[config.mk]
export PLATFORM = sky130hd
export DESIGN_NAME = dac_sequencer
export DESIGN_NICKNAME = d
export VERILOG_FILES = /design/src/rtl/dac_sequencer.sv
export SDC_FILE = /design/constraint.sdc
export NUM_CORES = 1
export LEC_CHECK = 0
export ABC_CLOCK_PERIOD_IN_PS = 2950
export BUFFER_PORTS_ARGS = -buffer_cell sky130_fd_sc_hd__buf_2
export CORE_MARGIN = 10
export CORE_UTILIZATION = 30
export DETAILED_ROUTE_END_ITERATION = 16
export PLACE_DENSITY = 0.46
export SETUP_SLACK_MARGIN = 0.15
export SLEW_MARGIN = 20
export SYNTH_ARGS = -nofsm -noshare
export SYNTH_HDL_FRONTEND = slang
export SYNTH_SLANG_ARGS = --single-unit
[constraint.sdc]
create_clock -name clk -period 2.95 [get_ports clk]
set_input_delay 0.885 -clock clk [delete_from_list [all_inputs] [get_ports clk]]
set_output_delay 0.885 -clock clk [all_outputs]
set_load 0.1 [all_outputs]
[src/rtl/dac_sequencer.sv]
// Two-channel DAC sample sequencer: a prescaled sample tick drives a shared data bus
// and per-channel write strobes, with ramp, triangle and square waveform generators.
module dac_sequencer #(
    parameter int unsigned DW = 10,
    parameter int unsigned PW = 16
) (
    input  logic          clk,
    input  logic          reset,
    input  logic          enable,
    input  logic          cfg_valid,
    output logic          cfg_ready,
    input  logic          cfg_chan,
    input  logic [1:0]    cfg_mode,
    input  logic [DW-1:0] cfg_step,
    input  logic [PW-1:0] cfg_div,
    output logic [DW-1:0] dac_data,
    output logic          dac_wr_a,
    output logic          dac_wr_b,
    output logic          busy
);

    typedef enum logic [2:0] {IDLE, WAIT, SETUP_A, WRITE_A, SETUP_B, WRITE_B} state_t;

    localparam logic [1:0] MODE_OFF  = 2'b00;
    localparam logic [1:0] MODE_RAMP = 2'b01;
    localparam logic [1:0] MODE_TRI  = 2'b10;
    localparam logic [1:0] MODE_SQR  = 2'b11;

    state_t        state_q, state_d;
    logic [PW-1:0] cnt_q, cnt_d;
    logic [PW-1:0] lim_q, lim_d;
    logic [PW-1:0] cfg_div_q, cfg_div_d;
    logic [1:0]    mode_q [2];
    logic [1:0]    mode_d [2];
    logic [DW-1:0] step_q [2];
    logic [DW-1:0] step_d [2];
    logic [DW-1:0] val_q  [2];
    logic [DW-1:0] val_d  [2];
    logic [1:0]    dir_q, dir_d;   // 1 = counting down
    logic [DW-1:0] dac_data_q, dac_data_d;
    logic          wr_a_q, wr_a_d, wr_b_q, wr_b_d, busy_q, busy_d;

    logic          tick, accept, adv;
    logic [DW:0]   sum;

    always_comb begin
        state_d    = state_q;
        cnt_d      = cnt_q;
        lim_d      = lim_q;
        cfg_div_d  = cfg_div_q;
        mode_d     = mode_q;
        step_d     = step_q;
        val_d      = val_q;
        dir_d      = dir_q;
        dac_data_d = dac_data_q;
        adv        = 1'b0;
        sum        = '0;

        tick      = (state_q != IDLE) && (cnt_q == lim_q);
        cfg_ready = (state_q == IDLE) || ((state_q == WAIT) && !tick);
        accept    = cfg_valid && cfg_ready;

        // Enable takes priority over the tick in WAIT so a stop request is never delayed.
        case (state_q)
            IDLE:    if (enable) state_d = WAIT;
            WAIT:    if (!enable) state_d = IDLE;
                     else if (tick) state_d = SETUP_A;
            SETUP_A: state_d = WRITE_A;
            WRITE_A: state_d = SETUP_B;
            SETUP_B: state_d = WRITE_B;
            WRITE_B: state_d = enable ? WAIT : IDLE;
            default: state_d = IDLE;
        endcase

        cnt_d = (state_q == IDLE || state_d == IDLE || tick) ? '0 : cnt_q + PW'(1);

        if (accept) begin
            cfg_div_d        = cfg_div;
            mode_d[cfg_chan] = cfg_mode;
            step_d[cfg_chan] = cfg_step;
            val_d[cfg_chan]  = '0;
            dir_d[cfg_chan]  = 1'b0;
        end

        // The active limit only changes at a wrap (or while idle) so the count never skips past it.
        if (state_q == IDLE || tick)
            lim_d = (cfg_div_d < PW'(3)) ? PW'(3) : cfg_div_d;

        for (int unsigned i = 0; i < 2; i++) begin
            adv = (i == 0) ? (state_q == WRITE_A) : (state_q == WRITE_B);
            sum = {1'b0, val_q[i]} + {1'b0, step_q[i]};
            if (adv) begin
                case (mode_q[i])
                    MODE_RAMP: val_d[i] = sum[DW-1:0];
                    MODE_TRI: begin
                        if (!dir_q[i]) begin
                            if (sum >= {1'b0, {DW{1'b1}}}) begin
                                val_d[i] = '1;
                                dir_d[i] = 1'b1;
                            end else begin
                                val_d[i] = sum[DW-1:0];
                            end
                        end else if (val_q[i] <= step_q[i]) begin
                            val_d[i] = '0;
                            dir_d[i] = 1'b0;
                        end else begin
                            val_d[i] = val_q[i] - step_q[i];
                        end
                    end
                    MODE_SQR: val_d[i] = (val_q[i] == '0) ? '1 : '0;
                    default:  val_d[i] = val_q[i];
                endcase
            end
        end

        if (state_d == SETUP_A) dac_data_d = val_q[0];
        if (state_d == SETUP_B) dac_data_d = val_q[1];
        wr_a_d = (state_d == WRITE_A) && (mode_q[0] != MODE_OFF);
        wr_b_d = (state_d == WRITE_B) && (mode_q[1] != MODE_OFF);
        busy_d = (state_d == SETUP_A) || (state_d == WRITE_A) ||
                 (state_d == SETUP_B) || (state_d == WRITE_B);
    end

    always_ff @(posedge clk) begin
        if (reset) begin
            state_q    <= IDLE;
            cnt_q      <= '0;
            lim_q      <= PW'(3);
            cfg_div_q  <= PW'(3);
            mode_q     <= '{default: MODE_OFF};
            step_q     <= '{default: '0};
            val_q      <= '{default: '0};
            dir_q      <= '0;
            dac_data_q <= '0;
            wr_a_q     <= 1'b0;
            wr_b_q     <= 1'b0;
            busy_q     <= 1'b0;
        end else begin
            state_q    <= state_d;
            cnt_q      <= cnt_d;
            lim_q      <= lim_d;
            cfg_div_q  <= cfg_div_d;
            mode_q     <= mode_d;
            step_q     <= step_d;
            val_q      <= val_d;
            dir_q      <= dir_d;
            dac_data_q <= dac_data_d;
            wr_a_q     <= wr_a_d;
            wr_b_q     <= wr_b_d;
            busy_q     <= busy_d;
        end
    end

    assign dac_data = dac_data_q;
    assign dac_wr_a = wr_a_q;
    assign dac_wr_b = wr_b_q;
    assign busy     = busy_q;

endmodule

=== Word level (Yosys, flattened, before mapping) ===
Index checks and enable logic that the tools add are counted.
Widths: inputs -> output; s select.

* Order comparisons: 9
* Reduce and logical (&&, ||, !) cells: 28
* Equal/unequal tests: 18
* Mux-type cells: 41
* Bitwise logic cells: 5
* Add/sub/neg operators: 5

{| class="wikitable"
|+ Operator list
! operator !! number
|-
| $mux 10 || 13
|-
| $pmux 10 s3 || 2
|-
| $mux 16 || 2
|-
| $add 10x10->11 || 2
|-
| $ge 11x10->1 const B || 2
|-
| $and 20x20->20 || 1
|-
| $bwmux 20 || 1
|-
| $le 10x10->1 || 2
|-
| $logic_not 10->1 || 2
|-
| $mux 20 || 1
|-
| $not 20->20 || 1
|-
| $sub 10x10->10 || 2
|-
| $pmux 3 s6 || 1
|-
| $add 16x1->16 const B || 1
|-
| $eq 16x16->1 || 1
|-
| $lt 16x2->1 const B || 1
|-
| $eq 3x2->1 const B || 4
|-
| $eq 3x3->1 const B || 4
|-
| $mux 1 || 12
|-
| $demux 10 s1 || 1
|-
| $reduce_bool 2->1 || 5
|-
| $mux 3 || 3
|-
| $eq 2x2->1 const B || 4
|-
| $ne 4x1->1 const B || 2
|-
| other kinds (20) || 36
|}

* Bits in registers: 110
* Word-level logic and storage cells: 121
* Bits of input ports: 33

=== Longest topological paths before layout ===
Gate-level depths: netlist of run 1.

* Depth after elaboration: 11
* Depth in mapped cells: 13
* Depth with buffers taken out: 12

=== Worst setup path before layout of run 1 ===
Ideal clock, no wire load.

* Path type: register to output
* Start point: reg cnt_q[6]
* End point: out cfg_ready
* Cell stages (with the launch flop): 5
* Arrival time: 2.878 ns
* Required time: 2.065 ns
* Path slack: -0.813 ns
* Cells stage by stage: dfxtp_1 > xnor2_1 > nand4_1 > nor4_4 > a21boi_0

* Longest elaborated chain between the ends: 5

{| class="wikitable"
|+ RTL lines
! item !! line !! RTL
|-
| from (decl) || 30 || <nowiki>logic [PW-1:0] cnt_q, cnt_d;</nowiki>
|-
| from (signal assigned) || 140 || <nowiki>cnt_q <= cnt_d;</nowiki>
|-
| $eq 16x16->1 || 59 || <nowiki>tick = (state_q != IDLE) && (cnt_q == lim_q);</nowiki>
|-
| $logic_and 1x1->1 || 59 ||
|-
| $logic_not 1->1 || 60 || <nowiki>cfg_ready = (state_q == IDLE) || ((state_q == WAIT) && !tick);</nowiki>
|-
| $logic_and 1x1->1 || 60 ||
|-
| $logic_or 1x1->1 || 60 ||
|-
| to (decl) || 11 || <nowiki>output logic cfg_ready,</nowiki>
|}

No other way between the ends.

=== Worst setup path in the final report of run 1 ===
* Start point: reg step_q[13] in the netlist's numbering
* End point: reg val_q[13] in the netlist's numbering

* Longest elaborated chain between the ends: 6

{| class="wikitable"
|+ RTL lines
! item !! line !! RTL
|-
| from (decl) || 35 || <nowiki>logic [DW-1:0] step_q [2];</nowiki>
|-
| from (signal assigned) || 144 || <nowiki>step_q <= step_d;</nowiki>
|-
| $add 10x10->11 || 91 || <nowiki>sum = {1'b0, val_q[i]} + {1'b0, step_q[i]};</nowiki>
|-
| $ge 11x10->1 || 97 || <nowiki>if (sum >= {1'b0, {DW{1'b1}}}) begin</nowiki>
|-
| $mux 10 || 97 ||
|-
| $mux 10 || 96 || <nowiki>if (!dir_q[i]) begin</nowiki>
|-
| $pmux 10 s3 * || 93 || <nowiki>case (mode_q[i])</nowiki>
|-
| $mux 10 * || 92 || <nowiki>if (adv) begin</nowiki>
|-
| to (signal assigned) || 145 || <nowiki>val_q <= val_d;</nowiki>
|-
| to (decl) || 37 || <nowiki>logic [DW-1:0] val_q [2];</nowiki>
|}

Every way passes the cells marked *; elsewhere a longest branch is shown, timed or not.
A chain may end at the register's enable or synchronous reset.

==> results of run 1 <==
-- flip-flops by register name, summed over array words and instances (netlist names) --
| register | cells |
|---|---|
| dac_wr_b | 1 |
| mode_q | 4 |
| busy | 1 |
| state_q | 3 |
| val_q | 20 |
| dac_wr_a | 1 |
| dac_data | 10 |
| cfg_div_q | 16 |
| dir_q | 2 |
| lim_q | 16 |
| step_q | 20 |
| cnt_q | 16 |
-- cells by family (layout without fill, tap and decap cells) --
group                    after synthesis  in the layout  share of synthesized area
AO/OA/AOI/OAI                        257            257                      0.240
XOR/XNOR                              48             48                     0.0563
adder cells (fa/ha/maj)               48             48                     0.0844
buffers and inverters                104            189                     0.0630
flip-flops                           110            110                      0.295
multiplexers                          16             16                     0.0214
AND/OR/NAND/NOR                      369            369                      0.241
-- power by group through the flow --
stage                     logic (mW)  clock network (mW)  registers (mW)
after floorplan                0.372                   0            1.59
after global placement         0.552                   0            1.60
after detailed placement       0.547                   0            1.60
after CTS                      0.552                1.35            1.57
after global routing           0.658                1.40            1.57
final                          0.598                1.32            1.56
-- cell type report --
class,instances,share of cell area
Timing Repair Buffer,121,0.0919
Clock buffer,9,0.0248
Multi-Input combinational cell,738,0.560
Inverter,52,0.0215
Clock inverter,7,0.0106
Sequential cell,110,0.246
Tap cell,324,0.0447
-- worst paths after layout --
path | startpoint | endpoint | slack [ps] | cells after the start
worst max register to register | step_q[13] | val_q[13] | 240 | 10
worst max-delay path | step_q[13] | val_q[13] | 240 | 10
worst min register to register | step_q[1] | step_q[1] | 480 | 2
worst min-delay path | step_q[1] | step_q[1] | 480 | 2
-- layer usage --
metal	wire [microns]	share of wire	vias up
met4	204	0.0084	0
met5	0	0	-
li1	-	-	3539
met3	1310	0.054	16
met1	11800	0.49	3370
met2	10900	0.45	156
-- worst max-delay path: cells and delay by family (launching register included) --
kind | cells | cell delay [ps]
buffers and inverters | 1 | 60
adder cells (fa/ha/maj) | 1 | 380
flip-flops | 1 | 380
AND/OR/NAND/NOR | 2 | 560
AO/OA/AOI/OAI | 6 | 1220
-- per-stage QoR --
stage,hold WS (ps),utilization,area [sq um]
after global routing,503,0.372,9060
after floorplan,452,-,7470
final,480,0.372,9060
after CTS,483,0.357,8700
after detailed placement,472,0.341,8330
after global placement,470,0.341,8330
-- cell usage after synthesis (6+ instances only) --
library cell  instances  area share
dfxtp_1             110        0.29
nor4_1               10      0.0084
nor2b_1              12       0.010
buf_2                 9      0.0060
o21ai_0              32       0.021
a211oi_1             16       0.016
clkbuf_1             28       0.014
nor2_1              116       0.058
inv_1                49       0.025
a21o_1               15       0.015
nor3b_1               9      0.0090
a21oi_1              84       0.056
a311oi_1             10       0.012
o22ai_1               6      0.0050
and3_1                6      0.0050
a31oi_1              14       0.012
nand4_1              11      0.0092
buf_4                 6      0.0060
xor2_1               14       0.016
or3_1                 8      0.0067
nand2b_1             13       0.011
xnor2_1              34       0.040
nand2_1             106       0.053
ha_1                 44       0.074
nor3_1               22       0.015
nand3_1              20       0.013
o211ai_1             11       0.011
mux2i_1              16       0.021
-- repair_timing --
action                                  4_1_cts  5_1_grt
buffers inserted                              4       10
endpoints found under the setup margin        9       21
gates resized for setup                       7       83
pin swaps                                     7       31
==> impl_metrics.ini, run 1 <==
[power_and_ir_drop]
internal-power_mw = 2.40
clkPwrFrac = 0.378
powerDensity_nw_per_um2 = 384
seqPwrFrac = 0.450
swShare = 0.311
comb_power_share = 0.172
power.leakage_nw = 3.64
p_switching_mw = 1.08
ir_worst_vdd_v = 0.000337
finalPower_mw = 3.48

[sta]
worstMarginPinSlew_ps = 739
finClkSkew_ps = 18.2
rsz0062_at_grt = true
relSlewSlack = 0.507
post-route-period-util = 0.919
max_freq_mhz = 369
tns_ps = 0
hold_viol_final = 0
period_minus_slack_ps = 2710
final_max_slew_viol_count = 0
layout_setup_ws_ps = 238
finalSetupViolCount = 0

[placement]
pre_cts_ws_ps = 115
gp_congestion = 0.873
dp.cells = 1331
hpwl_mm = 18.8
port_buffers = 46

[floorplanning]
fp.dieW_microns = 178
die_h_microns = 178
io_pins = 47
core-area_sq_um = 24400
row_count = 57
die-area_sq_um = 31600
start_util = 0.306

[critical_path]
crit_path_max_incr_delay_ps = 380
cp.required_ps = 3200
crit_type = flip-flop to flip-flop
path_cells = inv_1 -> ha_1 -> or2b_1 -> o211a_1 -> o22a_2 -> a221oi_4 -> and3_4 -> o22ai_1 -> a21o_1 -> a22o_1
cp-start-kind = flip-flop
cp_max_fo = 5
critPathArrivalTime_ps = 2960
crit_slowest_cell = dfxtp_1
end_kind = flip-flop

[synthesis]
syn_nets = 1033
syn_avg_cell_area_sq_um = 7.85
synthCells = 952
synth-seq-cells = 110
netlist_area_sq_um = 7470
synth_warnings = 0
ys.flop_type = dfxtp_1
yosysSeqAreaShare = 0.295
synthArstFlopShare = 0
synth_edf_count = 0
yosysUniqueCellTypes = 88

[grt]
grt_max_degree = 63
busiest_layer = met2
antenna_found_initial = 0
grt_usage = 0.150
gr-usage-met1 = 0.207
grt_pass1_vias = 6790
grtUsageMet2 = 0.235
grt_first_pass_wirelength_mm = 37.8
gr-total-overflow = 0
grtUsageMet3 = 0.0310

[clock_network]
cts_buffer_depth = 2
cts_buffers = 9
cts_tree = done
cts-htree-levels = 3
hold_buffers = 0
clkSinkCount = 110
clkLatencyLatePin_ps = 370
cts-root-buf = clkbuf_16
clk_pin_slew_ps = 90

[cells_and_area]
fill_cells = 2611
insertedDiodeCount = 0
instances_no_fill = 1361
final_common_cell = nor2_1
seqCellArea_sq_um = 2230
syn_to_final_growth_pct = 21.4
layout_common_cells = 113 x nor2_1, 104 x nand2_1, 92 x dfxtp_1
multiInputGateArea_sq_um = 5080
num-nets-final = 1113
drive_gt1_frac = 0.217

[route]
avgViaCountPerCell = 5.20
drt-pass1-iter-count = 5
num_vias = 7081
drc_errors = 0
drt_iter0_drc = 426
ant_nets = 0
wl_mm = 24.2
routedWlPerCell_microns = 17.8

[run_status]
status = finished, final reports clean

[run]
cap_violations = 0

[hold_path]
hold_class = flip-flop to flip-flop
No activity file was read; power rests on OpenSTA's default activity.
==> run 2, diff against run 1 <==
--- a/config.mk
+++ b/config.mk
@@ -7,2 +7,3 @@
 export LEC_CHECK = 0
+export ABC_AREA = 1
 export ABC_CLOCK_PERIOD_IN_PS = 2950
==> constraint.sdc (replaced) <==
create_clock -name clk -period 2.95 [get_ports clk]
set_input_delay 0.295 -clock clk [delete_from_list [all_inputs] [get_ports clk]]
set_output_delay 0.295 -clock clk [all_outputs]
set_load 0.1 [all_outputs]
==> run 2 against run 1 <==
Compared with the run above:
- setup slack improved by 180 ps
- global-route usage increased by 0.30 points
- critical endpoint is now val_q[0]
- first-iteration DRC count increased by 3.8%
- sequential share of layout area increased by 1.7 points
- largest cell class unchanged
- wire length decreased by 1.7%
- flip-flop and latch count unchanged
- synthesized area decreased by 0.37%
- register-to-register slack improved by 180 ps
- critical path type unchanged
==> impl_metrics.ini, run 2 <==
[power_and_ir_drop]
swShare = 0.338
comb_power_share = 0.200
clkPwrFrac = 0.360
power.leakage_nw = 3.74
seqPwrFrac = 0.440
ir_worst_vdd_v = 0.000330
powerDensity_nw_per_um2 = 433
internal-power_mw = 2.40
p_switching_mw = 1.23

[synthesis]
synth_edf_count = 0
netlist_area_sq_um = 7440
synth_warnings = 0
synth-seq-cells = 110
syn_nets = 1233
synth_top_cell_by_area = dfxtp_1
syn_avg_cell_area_sq_um = 6.46
synthArstFlopShare = 0
ys.flop_type = dfxtp_1
yosysSeqAreaShare = 0.296
synth_top_area_share = 0.296
synthCells = 1152
yosysUniqueCellTypes = 43
ys_top_cells_by_count = 280 x nand2_1, 146 x inv_1, 110 x dfxtp_1
yosysMostFrequentCell = nand2_1
synthTopCellsByArea = dfxtp_1 30%, nand2_1 14%, ha_1 7.4%

[sta]
max_freq_mhz = 395
period_minus_slack_ps = 2530
layout_setup_ws_ps = 418
relSlewSlack = 0.441
final_max_slew_viol_count = 0
post-route-period-util = 0.858
rsz0062_at_grt = false
finClkSkew_ps = 15.2
finalSetupViolCount = 0
hold_slack_ps = 215
worstMarginPinSlew_ps = 837
hold_viol_final = 0
tns_ps = 0

[route]
avgViaCountPerCell = 4.78
drt-pass1-iter-count = 5
drt_iter0_drc = 442
ant_nets = 0
routedWlPerCell_microns = 15.7
wl_mm = 23.8
num_vias = 7234
drc_errors = 0

[grt]
grt_max_degree = 31
grt_pass1_vias = 7041
gr-usage-met1 = 0.206
grt_usage = 0.153
grtUsageMet3 = 0.0198
busiest_layer = met2
grtUsageMet2 = 0.248
antenna_found_initial = 0
gr-total-overflow = 0
grt_first_pass_wirelength_mm = 38.3

[clock_network]
cts-root-buf = clkbuf_16
cts-htree-levels = 3
clkSinkCount = 110
cts_buffer_depth = 2
hold_buffers = 0
clk_pin_slew_ps = 90
clkLatencyLatePin_ps = 370
cts_buffers = 9
cts_tree = done

[placement]
gp_congestion = 0.880
hpwl_mm = 18.9
postPlaceCellArea_sq_um = 8020
pre_cts_ws_ps = 296
port_buffers = 46

[floorplanning]
io_pins = 47
row_count = 57
core-area_sq_um = 24400
die_h_microns = 178
die-area_sq_um = 31500
fp.dieW_microns = 178
start_util = 0.305

[run_status]
status = finished, final reports clean

[critical_path]
cp_max_fo = 8
critPathArrivalTime_ps = 2830
cp.required_ps = 3250
end_kind = flip-flop
crit_type = flip-flop to flip-flop
cp-start-kind = flip-flop

[cells_and_area]
stdcell_area_sq_um = 8370
num-nets-final = 1266
drive_gt1_frac = 0.108
insertedDiodeCount = 0
final_common_cell = nand2_1
syn_to_final_growth_pct = 12.4
fill_cells = 2781
layout_common_cells = 280 x nand2_1, 146 x inv_1, 110 x dfxtp_1
largestRegisters = step_q: 20 flops, val_q: 20 flops

[hold_path]
hold_class = input pin to flip-flop

[run]
cap_violations = 0
[run 2: changes by cell type after synthesis, moves of 15 or more]
cell | previous run | this run
nand4_1 | 11 | 34
nand2_1 | 106 | 280
o21ai_0 | 32 | 100
mux2i_1 | 16 | 0
xnor2_1 | 34 | 2
nand3_1 | 20 | 69
inv_1 | 49 | 146
a21o_1 | 15 | 0
[run 2: repair_timing]
item	in CTS	in global routing
buffers inserted	0	1
gates resized for setup	0	5
setup endpoints to repair	0	26
[run 2: logic make-up after synthesis]
family,Yosys count,share of synthesized area
and+or+nand+nor,536,0.310
AOI/OAI and AO/OA,230,0.168
buffers and inverters,200,0.108
DFF,110,0.296
adders and majority gates,48,0.0847
xor gates and xnor gates,28,0.0330
[run 2: path summary, 6_finish.rpt]
check	depth (start not counted)	startpoint	slack, ps	end
worst max-delay path	12	step_q[4]	420	val_q[0]
worst min register to register	2	cfg_div_q[1]	460	cfg_div_q[1]
worst min-delay path	3	cfg_step[0]	220	step_q[0]
worst max register to register	12	step_q[4]	420	val_q[0]
[run 2: metal layers]
metal / up-vias / part of all wire
met5: - / 0
met1: 3291 / 0.49
li1: 3801 / -
met2: 118 / 0.46
met4: 0 / 0.019
met3: 24 / 0.028
[run 2: power by group through the flow]
stage	sequential [mW]	clock, mW	combinational, mW
2_1_floorplan	1.61	0	0.531
3_3_place_gp	1.63	0	0.731
3_5_place_dp	1.63	0	0.723
4_1_cts	1.59	1.36	0.726
5_1_grt	1.60	1.41	0.827
6_report	1.59	1.31	0.726
[run 2: stage by stage]
step,utilization,power [mW],cells
after floorplan,-,2.14,1152
after global placement,0.329,2.36,1497
after detailed placement,0.329,2.35,1497
after CTS,0.341,3.68,1513
after global routing,0.343,3.84,1514
final,0.343,3.63,1514
[run 2: worst max-delay path, cell delays in order (launching register included)]
cell	delay, ps
dfxtp_1	340
inv_1	60
ha_1	450
inv_1	180
a21oi_1	170
nand3_1	170
xor2_1	400
nand4_1	130
nor3_1	180
nand3_1	90
nand2_1	70
nand2_1	70
a21oi_1	130
[run 2: cell type report]
| class | instances | area, sq um | share of cell area |
|---|---|---|---|
| sequential | 110 | 2200 | 0.263 |
| tap | 324 | 405 | 0.0484 |
| multi-input combinational | 842 | 4460 | 0.533 |
| timing repair buffer | 65 | 398 | 0.0475 |
| clock inverter | 7 | 81.3 | 0.00972 |
| inverter | 157 | 593 | 0.0709 |
| clock buffer | 9 | 225 | 0.0269 |
==> run 3, diff against run 2 <==
CELL_PAD_IN_SITES_DETAIL_PLACEMENT = 1   (was not set)
CELL_PAD_IN_SITES_GLOBAL_PLACEMENT = 2   (was not set)
CORE_UTILIZATION = 34   (was 30)
PLACE_DENSITY = 0.82   (was 0.46)
==> run 3 against run 2 <==
Compared with the run above:
- clock skew hardly changed
- sequential power hardly changed
- flip-flop and latch count stayed put
- core utilization is 4.0 points higher
- final cell count is 2.5% lower
- global-route usage is 2.7 points higher
- combinational power is 3.2% higher
- first-iteration DRC count is 20% lower
- total power is 1.9% lower
- critical path depth is 1 higher
- cell area is 0.73% lower
- hold slack better by 14 ps
- critical endpoint unchanged
- largest cell class unchanged
- largest power group unchanged
==> impl_metrics.ini, run 3 (synthesis gave the netlist of run 2 again) <==
[placement]
dp.cells = 1459
gp_congestion = 0.933
postPlaceCellArea_sq_um = 7990
hpwl_mm = 20.5
port_buffers = 46

[power_and_ir_drop]
ir_worst_vdd_v = 0.000265
powerDensity_nw_per_um2 = 428
power.leakage_nw = 3.74

[floorplanning]
fp.dieW_microns = 168
start_util = 0.343
row_count = 54
die_h_microns = 168
core-area_sq_um = 21700
io_pins = 47
die-area_sq_um = 28200

[sta]
post-route-period-util = 0.862
period_minus_slack_ps = 2540
max_freq_mhz = 393
relSlewSlack = 0.562
finalSetupViolCount = 0
finClkSkew_ps = 15.2
tns_ps = 0
worstMarginPinSlew_ps = 656
rsz0062_at_grt = false
hold_slack_ps = 230
final_max_slew_viol_count = 0
hold_viol_final = 0

[route]
drc_errors = 0
drt_iter0_drc = 354
ant_nets = 0
routedWlPerCell_microns = 17.3
drt-pass1-iter-count = 5
num_vias = 7466
wl_mm = 25.6
avgViaCountPerCell = 5.06

[clock_network]
cts-htree-levels = 3
cts_tree = done
cts_buffer_depth = 2
hold_buffers = 0
clk_pin_slew_ps = 90
clkSinkCount = 110
cts_buffers = 9
clkLatencyLatePin_ps = 370
cts-root-buf = clkbuf_16

[cells_and_area]
syn_to_final_growth_pct = 11.6
instances_no_fill = 1476
fill_cells = 2903
stdcell_area_sq_um = 8310
layout_common_cells = 280 x nand2_1, 145 x inv_1, 110 x dfxtp_1
insertedDiodeCount = 0
drive_gt1_frac = 0.113
final_common_cell = nand2_1
largestRegisters = step_q: 20 flops, val_q: 20 flops
num-nets-final = 1272

[hold_path]
hold_class = input pin to flip-flop

[grt]
grt_max_degree = 53
antenna_found_initial = 0
grt_usage = 0.179
grt_pass1_vias = 7581
grt_first_pass_wirelength_mm = 41.1
gr-total-overflow = 0

[critical_path]
cp.required_ps = 3240
crit_type = flip-flop to flip-flop
end_kind = flip-flop
critPathArrivalTime_ps = 2830
cp_max_fo = 6
cp-start-kind = flip-flop

[run_status]
status = finished, final reports clean

[run]
cap_violations = 0
[run 3: changes by cell type in the layout (fill, tap and decap cells not counted), moves of 2 or more]
cell,previous run,this run
buf_4,17,25
buf_12,2,0
ha_1,44,42
ha_2,0,2
[run 3: worst max-delay path, stage by stage (launching register included)]
cell and delay [ps]:
dfxtp_1 610, inv_1 190, fa_1 470, inv_1 140, nand3_1 90, nand2_1 120, xor2_1 110, inv_1 100
nand4_1 100, nor3_1 180, nand3_1 110, nand2_1 80, nand2_1 70, a21oi_1 120
[run 3: report_power, final]
group | internal, mW | leakage [nW] | switching, mW
Combinational | 0.245 | 2.70 | 0.504
Sequential | 1.55 | 0.900 | 0.0476
Clock | 0.589 | 0.139 | 0.624
Total | 2.38 | 3.74 | 1.18
[run 3: cell type report]
cell class | count | area, sq um | share of cell area
tap | 280 | 350 | 0.0422
clock inverter | 6 | 51.3 | 0.00618
sequential | 110 | 2200 | 0.265
inverter | 157 | 597 | 0.0718
clock buffer | 10 | 229 | 0.0276
timing repair buffer | 71 | 418 | 0.0503
multi-input combinational | 842 | 4460 | 0.537
[run 3: metal layers]
metal | share of wire | global-route usage
met3 | 0.028 | 0.0254
met5 | 0 | 0
met4 | 0.025 | 0.0564
met2 | 0.46 | 0.294
met1 | 0.48 | 0.236
[run 3: repair_timing]
action	4_1_cts	5_1_grt
setup buffers	0	1
endpoints found under the setup margin	0	23
endpoints found under the hold margin	0	0
resized for setup	0	7
[run 3: path summary, 6_finish.rpt]
check                                     to  depth (start not counted)  slack [ps]    startpoint
worst max-delay path                val_q[0]                         13         410      val_q[1]
worst min-delay path              step_q[16]                          3         230   cfg_step[6]
worst max register to register      val_q[0]                         13         410      val_q[1]
worst min register to register  cfg_div_q[1]                          2         460  cfg_div_q[1]
[run 3: stage by stage]
stage	util	worst slack (ps)	total power [mW]
after floorplan	-	908	2.14
after global placement	0.369	216	2.36
after detailed placement	0.369	295	2.37
after CTS	0.382	266	3.60
after global routing	0.383	164	3.76
final	0.383	406	3.56
